--- config.mk ---
export PLATFORM = sky130hd
export DESIGN_NAME = wb_arbiter2
export DESIGN_NICKNAME = d
export VERILOG_FILES = /design/src/rtl/wb_arbiter2_pkg.sv /design/src/rtl/wb_arbiter2_watchdog.sv /design/src/rtl/wb_arbiter2.sv
export SDC_FILE = /design/constraint.sdc
export NUM_CORES = 1
export LEC_CHECK = 0
export CORE_AREA = 2 2 124 126
export DETAILED_ROUTE_END_ITERATION = 10
export DIE_AREA = 0 0 126 128
export PLACE_DENSITY = 0.56
export SYNTH_ARGS = -nofsm -noshare
export SYNTH_HDL_FRONTEND = slang
export SYNTH_HIERARCHICAL = 1
export SYNTH_SLANG_ARGS = --single-unit
--- constraint.sdc ---
create_clock -name clock -period 1.2 [get_ports clock]
set_input_delay 0.12 -clock clock [delete_from_list [all_inputs] [get_ports clock]]
set_output_delay 0.12 -clock clock [all_outputs]
set_load 0.02 [all_outputs]
--- src/rtl/wb_arbiter2_pkg.sv ---
// -----------------------------------------------------------------------------
// wb_arbiter2_pkg
// Shared types and constants for the two-master Wishbone classic arbiter:
//   state_e     - arbiter grant state (IDLE, GRANT0, GRANT1)
//   M0 / M1     - master identifiers used for the round-robin 'last' register
//   WD_W        - width of the optional bus-watchdog stall counter
//   grant_state - maps a master ID onto its GRANTn state
// -----------------------------------------------------------------------------
package wb_arbiter2_pkg;

  typedef enum logic [1:0] {
    IDLE   = 2'd0,
    GRANT0 = 2'd1,
    GRANT1 = 2'd2
  } state_e;

  localparam logic M0 = 1'b0;
  localparam logic M1 = 1'b1;

  localparam int WD_W = 16;

  function automatic state_e grant_state(input logic id);
    return (id == M1) ? GRANT1 : GRANT0;
  endfunction

endpackage

--- src/rtl/wb_arbiter2_watchdog.sv ---
// -----------------------------------------------------------------------------
// wb_arbiter2_watchdog
// Stall counter for the shared slave port. Counts clocks in which the owner's
// strobe is presented and the slave answers with neither ack nor err; when the
// count reaches TIMEOUT_CYCLES a single-cycle timeout pulse is produced.
//
// Parameters:
//   TIMEOUT_CYCLES - stall limit in clocks (1..65535)
// Ports:
//   clock        in   rising-edge clock
//   reset        in   asynchronous active-high reset
//   stb          in   owner strobe as seen by the slave (before forcing)
//   ack          in   slave ack
//   err          in   slave err
//   grant_change in   grant moves to a different state on the next edge
//   timeout      out  high for the one cycle in which the limit is reached
// -----------------------------------------------------------------------------
module wb_arbiter2_watchdog
  import wb_arbiter2_pkg::*;
#(
  parameter int TIMEOUT_CYCLES = 255
) (
  input  logic clock,
  input  logic reset,
  input  logic stb,
  input  logic ack,
  input  logic err,
  input  logic grant_change,
  output logic timeout
);

  localparam logic [WD_W-1:0] LIMIT = WD_W'(TIMEOUT_CYCLES);

  logic [WD_W-1:0] count;

  // The count equals the number of completed stalled cycles, so the pulse
  // lands TIMEOUT_CYCLES clocks after the strobe was first presented.
  assign timeout = (count == LIMIT);

  always_ff @(posedge clock or posedge reset) begin
    if (reset) begin
      count <= '0;
    end else if (timeout || grant_change || !stb || ack || err) begin
      count <= '0;
    end else begin
      count <= count + 1'b1;
    end
  end

endmodule

--- src/rtl/wb_arbiter2.sv ---
// -----------------------------------------------------------------------------
// wb_arbiter2
// Two-master Wishbone classic arbiter sharing one slave port. Grants are
// registered and round-robin; the owner keeps the bus while its cyc is high.
// Handover to a waiting master is direct (no IDLE pass) one clock after the
// owner drops cyc. Slave-side signals are a combinational mux of the owner;
// ack/err are routed to the owner only, read data is broadcast.
//
// Build option:
//   WB_ARBITER2_TIMEOUT_EN - when defined, a bus watchdog terminates a cycle
//   stalled for TIMEOUT_CYCLES clocks with a one-cycle err to the owner,
//   forcing s_cyc_o/s_stb_o low in that cycle and keeping the grant.
//
// Parameters: AW (address width), DW (data width), TIMEOUT_CYCLES (1..65535)
// Ports:
//   clock, reset                  clock, asynchronous active-high reset
//   mN_adr_i/dat_i/sel_i/we_i     master request fields (N = 0, 1)
//   mN_cyc_i, mN_stb_i            master cycle / strobe
//   mN_dat_o                      read data (s_dat_i to both masters)
//   mN_ack_o, mN_err_o            ack / err, owner only
//   s_adr_o/dat_o/sel_o/we_o      owner request fields (m0's when idle)
//   s_cyc_o, s_stb_o              granted & owner cyc / stb
//   s_dat_i, s_ack_i, s_err_i     slave response
// -----------------------------------------------------------------------------
module wb_arbiter2
  import wb_arbiter2_pkg::*;
#(
  parameter int AW             = 32,
  parameter int DW             = 32,
  parameter int TIMEOUT_CYCLES = 255
) (
  input  logic          clock,
  input  logic          reset,
  input  logic [AW-1:0] m0_adr_i,
  input  logic [DW-1:0] m0_dat_i,
  input  logic [DW/8-1:0] m0_sel_i,
  input  logic          m0_we_i,
  input  logic          m0_cyc_i,
  input  logic          m0_stb_i,
  output logic [DW-1:0] m0_dat_o,
  output logic          m0_ack_o,
  output logic          m0_err_o,
  input  logic [AW-1:0] m1_adr_i,
  input  logic [DW-1:0] m1_dat_i,
  input  logic [DW/8-1:0] m1_sel_i,
  input  logic          m1_we_i,
  input  logic          m1_cyc_i,
  input  logic          m1_stb_i,
  output logic [DW-1:0] m1_dat_o,
  output logic          m1_ack_o,
  output logic          m1_err_o,
  output logic [AW-1:0] s_adr_o,
  output logic [DW-1:0] s_dat_o,
  output logic [DW/8-1:0] s_sel_o,
  output logic          s_we_o,
  output logic          s_cyc_o,
  output logic          s_stb_o,
  input  logic [DW-1:0] s_dat_i,
  input  logic          s_ack_i,
  input  logic          s_err_i
);

  if (TIMEOUT_CYCLES < 1 || TIMEOUT_CYCLES > 65535) begin : g_bad_timeout
    $error("wb_arbiter2: TIMEOUT_CYCLES must be in 1..65535");
  end

  state_e state, state_next;
  logic   last, last_next;

  logic granted;
  logic sel_m1;
  logic owner_cyc;
  logic owner_stb;
  logic timeout;

  assign granted   = (state != IDLE);
  // Idle falls onto m0 so the slave side shows m0's (don't-care) fields.
  assign sel_m1    = (state == GRANT1);
  assign owner_cyc = sel_m1 ? m1_cyc_i : m0_cyc_i;
  assign owner_stb = sel_m1 ? m1_stb_i : m0_stb_i;

  // ---------------------------------------------------------------------------
  // Grant FSM
  // ---------------------------------------------------------------------------
  always_comb begin
    // NOTE: every output of this block gets a default first so no path can
    // leave it unassigned and infer a latch.
    state_next = state;
    last_next  = last;
    // Re-arbitrate when nobody holds the bus or the owner has released cyc;
    // the released owner's cyc is low here, so a tie cannot re-pick it.
    if (!granted || !owner_cyc) begin
      if (m0_cyc_i && m1_cyc_i) begin
        state_next = grant_state(~last);
      end else if (m0_cyc_i) begin
        state_next = GRANT0;
      end else if (m1_cyc_i) begin
        state_next = GRANT1;
      end else begin
        state_next = IDLE;
      end
    end
    if (state_next != IDLE) begin
      last_next = (state_next == GRANT1) ? M1 : M0;
    end
  end

  always_ff @(posedge clock or posedge reset) begin
    // NOTE: registered state uses non-blocking assignments so every flop
    // samples pre-edge values regardless of process ordering.
    if (reset) begin
      state <= IDLE;
      last  <= M1;    // m0 wins the first tie
    end else begin
      state <= state_next;
      last  <= last_next;
    end
  end

  // ---------------------------------------------------------------------------
  // Optional bus watchdog
  // ---------------------------------------------------------------------------
`ifdef WB_ARBITER2_TIMEOUT_EN
  wb_arbiter2_watchdog #(
    .TIMEOUT_CYCLES (TIMEOUT_CYCLES)
  ) u_watchdog (
    .clock        (clock),
    .reset        (reset),
    .stb          (granted & owner_stb),
    .ack          (s_ack_i),
    .err          (s_err_i),
    .grant_change (state_next != state),
    .timeout      (timeout)
  );
`else
  assign timeout = 1'b0;
`endif

  // ---------------------------------------------------------------------------
  // Datapath
  // ---------------------------------------------------------------------------
  assign s_adr_o = sel_m1 ? m1_adr_i : m0_adr_i;
  assign s_dat_o = sel_m1 ? m1_dat_i : m0_dat_i;
  assign s_sel_o = sel_m1 ? m1_sel_i : m0_sel_i;
  assign s_we_o  = sel_m1 ? m1_we_i  : m0_we_i;
  assign s_cyc_o = granted & owner_cyc & ~timeout;
  assign s_stb_o = granted & owner_stb & ~timeout;

  assign m0_dat_o = s_dat_i;
  assign m1_dat_o = s_dat_i;
  assign m0_ack_o = (state == GRANT0) & s_ack_i;
  assign m1_ack_o = (state == GRANT1) & s_ack_i;
  assign m0_err_o = (state == GRANT0) & (s_err_i | timeout);
  assign m1_err_o = (state == GRANT1) & (s_err_i | timeout);

endmodule
==> flow_summary.ini, run 1 <==
[status]
status = finished with violations
violations = setup timing

[grt]
grt_pass1_vias = 2550
grt_use_met3 = 0.0301
met2_usage = 0.183
grt-busiest-layer = met2
grt_pass1_wl_mm = 13.1
grt_use_met1 = 0.111
track_usage = 0.102
antenna_found_initial = 0
grt_max_degree = 22
grt-ovfl-total = 0

[die]
initial_core_util = 0.110
coreArea_mm2 = 0.0149
die_x_um = 126
die_h_um = 128
num_io_pins = 317
rows = 45
die_area_mm2 = 0.0161

[pwr]
p_leak_nw = 2.17
max-vdd-ir-drop_uv = 358
p_per_area_mw_per_mm2 = 763

[yosys]
syn_area_mm2 = 0.00164
syn_avg_cell_area_um2 = 5.27
ys_ff_latch = 3
yosysWarnings = 6
syn_nets = 489
ys_seq_area_frac = 0.0466
synthCells = 311
synth.distinct_cells = 21

[detailed_routing]
wl_per_cell_um = 13.9
num_vias = 2493
drcViolationCount = 0
ant_nets = 0
drtPass1Iterations = 3
wl_mm = 9.26
drtIter0Drc = 29
viasPerCell = 3.74

[place]
place.gp.congestion = 0.831
hpwl_mm = 6.40
port_buffers = 220
post_dp_cell_area_mm2 = 0.00378

[critical_path]
critPathCaptureType = output pin
crit_slowest_cell = dfrtp_1
arrival_ps = 1420
cp.required_ps = 1080
reg2reg_depth = 5
max_stage_delay_ps = 380
start_kind = register
crit_type = register to output pin
cp_max_fo = 8
path_cells = buf_6, nand2b_4, buf_12, buf_12, nand2_4, nand2_4, buf_6

[clocking]
cts_sinks = 3
htreeDepth = 1
cts_buffers = 3
cts_max_path_buffers = 2
clk_pin_slew_worst_paths_ps = 30
hold_buffers = 0
clk_latency_ps = 220
cts_tree = yes
ctsRootBufferMaster = clkbuf_16

[timing]
setup_ws_ps = -341
rsz0062_at_grt = yes
fin_skew_ps = 0.0291
hold_viol = 0
fin_crit_sh = 1.28
worst_slew_pin_slew_ps = 165
setup_viol = 75
slew_violations = 0
relSlewSlack = 0.890
period_needed_ps = 1540
fmax_ghz = 0.649
whs_ps = 65.5

[worst_hold_path]
hold_class = input pin to asynchronous set/reset pin

[layout]
final_util = 0.307
drive_gt1_frac = 0.455
diodes = 0
syn2layout_area_growth_pct = 178
fin_nets = 658
design_area_mm2 = 0.00456

[job]
maxCapViolCount = 0
[cell usage after synthesis (all sizes together)]
cell type	number	area share
and3b	2	0.011
a22o	1	0.0053
nand3b	1	0.0046
a21oi	2	0.0061
clkbuf	4	0.034
nor2	1	0.0023
dfrtp	2	0.031
and2	2	0.0076
and2b	1	0.0046
nor2b	1	0.0053
nor3b	1	0.0046
nand2b	2	0.012
buf	77	0.36
o21a	1	0.0046
nand2	209	0.48
o31a	1	0.0053
inv	2	0.0046
dfstp	1	0.016
[state kept, by name, indices dropped and copies added (netlist names)]
name / cells
state: 2
last: 1
[cells in the final DEF (no fill, tap or decap), types with 5 or more instances in the layout]
| cell | n |
|---|---|
| clkdlybuf4s50_1 | 145 |
| nand2_1 | 99 |
| buf_6 | 71 |
| nand2_2 | 57 |
| nand2_4 | 53 |
| buf_4 | 13 |
| buf_12 | 7 |
| clkbuf_16 | 5 |
| buf_16 | 5 |
[critical path, delay by kind of cell (launching register included)]
family                 cells  cell delay, ps
buffers and inverters      4             540
DFF                        1             380
and+or+nand+nor            3             270
[where the power goes]
part / total (mW) / internal [mW] / switching [mW] / leakage [nW]
clock: 0.528 / 0.438 / 0.0900 / 0.0382
sequential: 0.124 / 0.115 / 0.00893 / 0.0344
combinational: 2.82 / 1.52 / 1.30 / 2.10
[layer usage]
layer  routed length, um  share of wire
met3                 933           0.10
met4                 231          0.025
met2                4790           0.52
met1                3310           0.36
met5                   0              0
[layout make-up]
| class | count | area (um2) |
|---|---|---|
| Fill cell | 1582 | 10300 |
| Inverter | 2 | 7.51 |
| Multi-Input combinational cell | 225 | 1460 |
| Clock buffer | 4 | 78.8 |
| Sequential cell | 3 | 76.3 |
| Timing Repair Buffer | 245 | 2710 |
| Tap cell | 188 | 235 |
[stage by stage]
step	setup slack [ps]	TNS (ps)	power, mW	std cells
after floorplan	-42.1	-421	1.51	311
after global placement	-551	-35760	2.36	647
after detailed placement	-575	-37930	2.38	647
after CTS	-362	-22470	3.40	666
after global routing	-378	-25440	3.66	667
final	-341	-20760	3.48	667
[final timing paths]
path                                    start                 end  slack [ps]
max                        state[1]$_DFF_PP0_          s_adr_o[3]        -340
min                                     reset  state[1]$_DFF_PP0_          70
max reg2reg                state[1]$_DFF_PP0_    last$_DFFE_PP1P_          90
min reg2reg                  last$_DFFE_PP1P_    last$_DFFE_PP1P_         490
max in group asynchronous               reset    last$_DFFE_PP1P_         930
min in group clock                s_dat_i[23]        m0_dat_o[23]         240
[cell families (layout without fill, tap and decap cells)]
kind of cell,Yosys count,count (layout),share of synthesized area
buffers and inverters,83,251,0.402
AND/OR/NAND/NOR,220,220,0.531
AO/OA/AOI/OAI,5,5,0.0214
flip-flops,3,3,0.0466
[what timing repair did]
item / CTS / global route
pin swaps: 34 / 29
gates resized for setup: 504 / 42
gates cloned: 6 / 2
buffers inserted: 9 / 0
endpoints found under the setup margin: 75 / 75
(Power assumes the default switching activity.)
==> run 2: changes to the inputs <==
--- a/config.mk
+++ b/config.mk
@@ -5,10 +5,10 @@
 export SDC_FILE = /design/constraint.sdc
 export NUM_CORES = 1
 export LEC_CHECK = 0
-export CORE_AREA = 2 2 124 126
+export CORE_AREA = 3 3 122 124
 export DETAILED_ROUTE_END_ITERATION = 10
-export DIE_AREA = 0 0 126 128
-export PLACE_DENSITY = 0.56
+export DIE_AREA = 0 0 125 127
+export PLACE_DENSITY = 0.58
 export SYNTH_ARGS = -nofsm -noshare
 export SYNTH_HDL_FRONTEND = slang
 export SYNTH_HIERARCHICAL = 1
==> run 2 against run 1 <==
Compared with the run above: the run still ends with setup timing left; power down 3.9%; design area down 3.9%; clock power about the same; first-iteration DRC count up 62%; die area down 1.6%; maximum frequency up 0.31%; routed wire length up 1.5%; combinational power down 5%; non-clock buffer count unchanged; largest cell class unchanged.
==> flow_summary.ini, run 2 (same netlist as run 1, synthesis figures left out) <==
[status]
status = finished with violations
violations = setup timing

[pwr]
internal_power_mw = 1.98
pwr-share-comb = 0.806
p_sw_frac = 0.406
p_seq_frac = 0.037
p_leak_nw = 2.12
p_per_area_mw_per_mm2 = 762
switchingPower_mw = 1.36
power_frac_clock = 0.157
max-vdd-ir-drop_uv = 360

[grt]
antenna_found_initial = 0
track_usage = 0.101
grt_pass1_vias = 2466
grt_max_degree = 36
grt_pass1_wl_mm = 13.2
grt-ovfl-total = 0

[clocking]
cts_sinks = 3
clk_pin_slew_worst_paths_ps = 30
hold_buffers = 0
cts_max_path_buffers = 2
ctsRootBufferMaster = clkbuf_16
cts_buffers = 3
htreeDepth = 1
clk_latency_ps = 220
cts_tree = yes

[layout]
layout_commonest_cell = clkdlybuf4s50_1
fillers = 1486
reg_top3 = state: 2 flops, last: 1 flops
final_util = 0.316
fin_nets = 658
largest_register_ffs = 2
syn2layout_area_growth_pct = 167
diodes = 0
drive_gt1_frac = 0.451
largest-register = state
design_area_mm2 = 0.00438
final_cell_mix = 145 x clkdlybuf4s50_1, 100 x nand2_1, 71 x nand2_2, 58 x buf_6, 38 x nand2_4

[critical_path]
reg2reg_slack_ps = 90
cp.buffers_inverters = 3
cpLargestDelayFamily = buffers and inverters
reg2reg_depth = 4
critPathCaptureType = output pin
arrival_ps = 1420
path_cells = nor2b_4, buf_4, buf_12, nand2_1, nand2_4, buf_4
r2r-end = state[0]$_DFF_PP0_
crit_top_cell = buf_4
cp.required_ps = 1080
crit_type = register to output pin
r2r_start = state[1]$_DFF_PP0_
max_stage_delay_ps = 400
start_kind = register
crit_slowest_cell = dfrtp_1
cp_max_fo = 18

[timing]
slew_violations = 0
hold_viol = 0
fin_tns_setup_ps = -21230
relSlewSlack = 0.883
rsz0062_at_grt = yes
fmax_ghz = 0.651
fin_crit_sh = 1.28
fin_skew_ps = 0.137
worst_slew_pin_slew_ps = 176
setup_viol = 75
setup_ws_ps = -337
period_needed_ps = 1540

[detailed_routing]
drtPass1Iterations = 4
met1Wirelength_mm = 3.61
drtIter0Drc = 47
ant_nets = 0
viasPerCell = 3.73
num_vias = 2457
wl_met3_um = 807
wl_mm = 9.41
dr_wl_met2_mm = 4.80
drcViolationCount = 0
top_layer_used = met4
wl_per_cell_um = 14.3

[place]
port_buffers = 220
hpwl_mm = 6.46
place.gp.congestion = 0.888
post_dp_cell_area_mm2 = 0.00375
dp_worst_setup_slack_ps = -563

[die]
coreArea_mm2 = 0.0139
die_x_um = 125
num_io_pins = 317
die_area_mm2 = 0.0159
initial_core_util = 0.118
rows = 43
die_h_um = 127

[worst_hold_path]
hold_class = input pin to asynchronous set/reset pin

[job]
maxCapViolCount = 0
run 2: changes by cell type in the layout (fill, tap and decap cells not counted), sizes merged:
cell,previous run,this run
buf,98,96
clkbuf,6,8
run 2: worst max path at each step:
stage	from	end	slack [ps]	cells past startpoint
finish	state[0]$_DFF_PP0_	s_sel_o[0]	-340	6
global route	state[0]$_DFF_PP0_	s_dat_o[29]	-400	6
CTS	state[0]$_DFF_PP0_	s_dat_o[21]	-390	6
detailed placement	state[1]$_DFF_PP0_	s_sel_o[0]	-560	5
global placement	state[1]$_DFF_PP0_	s_adr_o[27]	-530	5
floorplan	state[0]$_DFF_PP0_	s_dat_o[23]	-40	7
run 2: per-layer routing:
layer | vias to the layer above | global-route usage
li1 | 1201 | -
met1 | 1077 | 0.116
met2 | 155 | 0.185
met3 | 24 | 0.0280
met4 | 0 | 0.0261
met5 | - | 0
run 2: layout make-up:
type	count	area, um2	share of cell area
repair buffers	245	2620	0.598
inverters	2	7.51	0.00171
flip-flops and latches	3	76.3	0.0174
multi-input cells	225	1370	0.314
well taps	180	225	0.0514
clock buffers	4	78.8	0.0180
run 2: stage by stage:
stage               total power [mW]  hold WS [ps]  cells
floorplan                       1.51          -127    311
global placement                2.34           240    638
detailed placement              2.35           240    638
CTS                             3.08          77.1    654
global route                    3.54          93.9    659
finish                          3.34          68.3    659
run 2: power groups by stage:
stage / Sequential (mW) / Clock [mW] / Combinational, mW
after CTS: 0.124 / 0.536 / 2.42
final: 0.124 / 0.525 / 2.69
after floorplan: 0.125 / 0 / 1.38
after detailed placement: 0.128 / 0 / 2.22
after global routing: 0.125 / 0.551 / 2.87
after global placement: 0.126 / 0 / 2.21
run 2: worst reg2reg max path, delay by kind of cell, from the launching register on:
kind                   cells  cell delay [ps]
DFF                        1              350
and+or+nand+nor            1              180
buffers and inverters      2              210
AOI/OAI and AO/OA          1              240
run 2: timing repair:
item | CTS | global route
gates resized for setup | 402 | 113
setup buffers | 6 | 3
setup endpoints to repair | 75 | 75
gates cloned | 6 | 5
endpoints found under the hold margin | 0 | 0
pin swaps | 1 | 39
==> run 3: changes to the inputs <==
==> constraint.sdc (replaced) <==
create_clock -name clock -period 1.2 [get_ports clock]
set_input_delay 0.12 -clock clock [delete_from_list [all_inputs] [get_ports clock]]
set_output_delay 0.12 -clock clock [all_outputs]
set_load 0.005 [all_outputs]
==> run 3 against run 2 <==
Compared with the run above: the flow still finishes with violations (setup timing); highest routed layer unchanged; design area down 2.0%; critical path depth increased by 3; setup slack got worse by 140 ps; first-iteration DRC count increased by 45%; global-route usage rose by 1.0 points; non-clock buffer count is 30 higher; hold slack worse by 2.4 ps; largest power group unchanged; routed wire length grew 8.4%; count of clock-buffer cells in the layout stayed put.
==> flow_summary.ini, run 3 (same netlist as run 1, synthesis figures left out) <==
[die]
die_area_mm2 = 0.0159
die_h_um = 127
rows = 43
num_io_pins = 317
die_x_um = 125
initial_core_util = 0.118
coreArea_mm2 = 0.0139

[layout]
layout_commonest_cell = clkdlybuf4s50_1
largest-register = state
drive_gt1_frac = 0.391
final_cell_mix = 145 x clkdlybuf4s50_1, 141 x nand2_1, 58 x buf_2, 49 x nand2_2, 22 x buf_6
syn2layout_area_growth_pct = 162
final_util = 0.309
fin_nets = 688
largest_register_ffs = 2
diodes = 0
reg_top3 = state: 2 flops, last: 1 flops
design_area_mm2 = 0.00430

[pwr]
finalPower_mw = 2.93
p_leak_nw = 2.17
max-vdd-ir-drop_uv = 411
p_per_area_mw_per_mm2 = 682

[grt]
antenna_found_initial = 0
grt_pass1_wl_mm = 14.0
grt_pass1_vias = 2619
track_usage = 0.111
grt-ovfl-total = 0
grt_max_degree = 21

[clocking]
ctsRootBufferMaster = clkbuf_16
clk_pin_slew_worst_paths_ps = 30
clk_latency_ps = 220
cts_sinks = 3
cts_max_path_buffers = 2
cts_buffers = 3
htreeDepth = 1
cts_tree = yes

[status]
status = finished with violations
violations = setup timing

[timing]
slew_violations = 0
period_needed_ps = 1680
setup_ws_ps = -477
relSlewSlack = 0.873
setup_viol = 75
hold_viol = 0
worst_slew_pin_slew_ps = 190
fmax_ghz = 0.596
fin_skew_ps = 0.753
rsz0062_at_grt = yes
fin_crit_sh = 1.40
fin_tns_setup_ps = -27260

[critical_path]
cp.required_ps = 1080
cp_max_fo = 4
critPathCaptureType = output pin
start_kind = register
crit_type = register to output pin
arrival_ps = 1560

[place]
hpwl_mm = 6.42
place.gp.congestion = 0.804
port_buffers = 220
post_dp_cell_area_mm2 = 0.00353

[detailed_routing]
drcViolationCount = 0
wl_mm = 10.2
wl_per_cell_um = 14.8
drtPass1Iterations = 4
num_vias = 2599
ant_nets = 0
viasPerCell = 3.77
drtIter0Drc = 68

[job]
maxCapViolCount = 0

[worst_hold_path]
hold_class = input pin to asynchronous set/reset pin
## run 3: report_power, final
group / internal [mW] / switching [mW]
clock: 0.439 / 0.0925
combinational: 1.39 / 0.886
sequential: 0.115 / 0.00967
## run 3: final cells by class
type                       instances  area [um2]
timing repair buffer             275        2730
sequential                         3        76.3
fill                            1496        9590
clock buffer                       4        78.8
tap                              180         225
multi-input combinational        225        1170
inverter                           2        7.51
## run 3: timing repair
item,CTS,global route
setup endpoints to repair,75,75
hold buffers,0,0
buffers inserted,34,6
pin swaps,32,36
cloned,8,2
resized for setup,326,83
## run 3: worst paths after layout
path	start	endpoint	slack, ps	cells past startpoint
setup / recovery	state[1]$_DFF_PP0_	s_adr_o[0]	-480	9
hold / removal	reset	state[1]$_DFF_PP0_	70	2
setup reg to reg	state[0]$_DFF_PP0_	state[0]$_DFF_PP0_	10	4
max in group asynchronous	reset	last$_DFFE_PP1P_	920	2
hold reg to reg	last$_DFFE_PP1P_	last$_DFFE_PP1P_	500	2
min in group clock	s_dat_i[19]	m0_dat_o[19]	240	0
## run 3: critical path, cell delays in order, from the launching register on
cell and delay (ps):
dfrtp_1 380, nor2b_4 140, buf_6 120, buf_12 120
buf_16 120, buf_8 130, buf_6 110, nand2_2 40
nand2_1 40, buf_2 120
## run 3: layer usage
metal	vias to the layer above	routed length (um)	GRT usage	share of wire
met1	1143	3490	0.115	0.34
met5	-	0	0	0
met3	28	983	0.0347	0.096
met4	0	300	0.0415	0.029
met2	165	5430	0.210	0.53
li1	1263	-	-	-
## run 3: metrics by stage
stage               setup WS [ps]  hold WS, ps  instances
CTS                          -513         73.3        684
floorplan                   0.486         -127        311
finish                       -477         65.9        689
global route                 -523         95.6        689
detailed placement           -468          240        638
global placement             -447          240        638
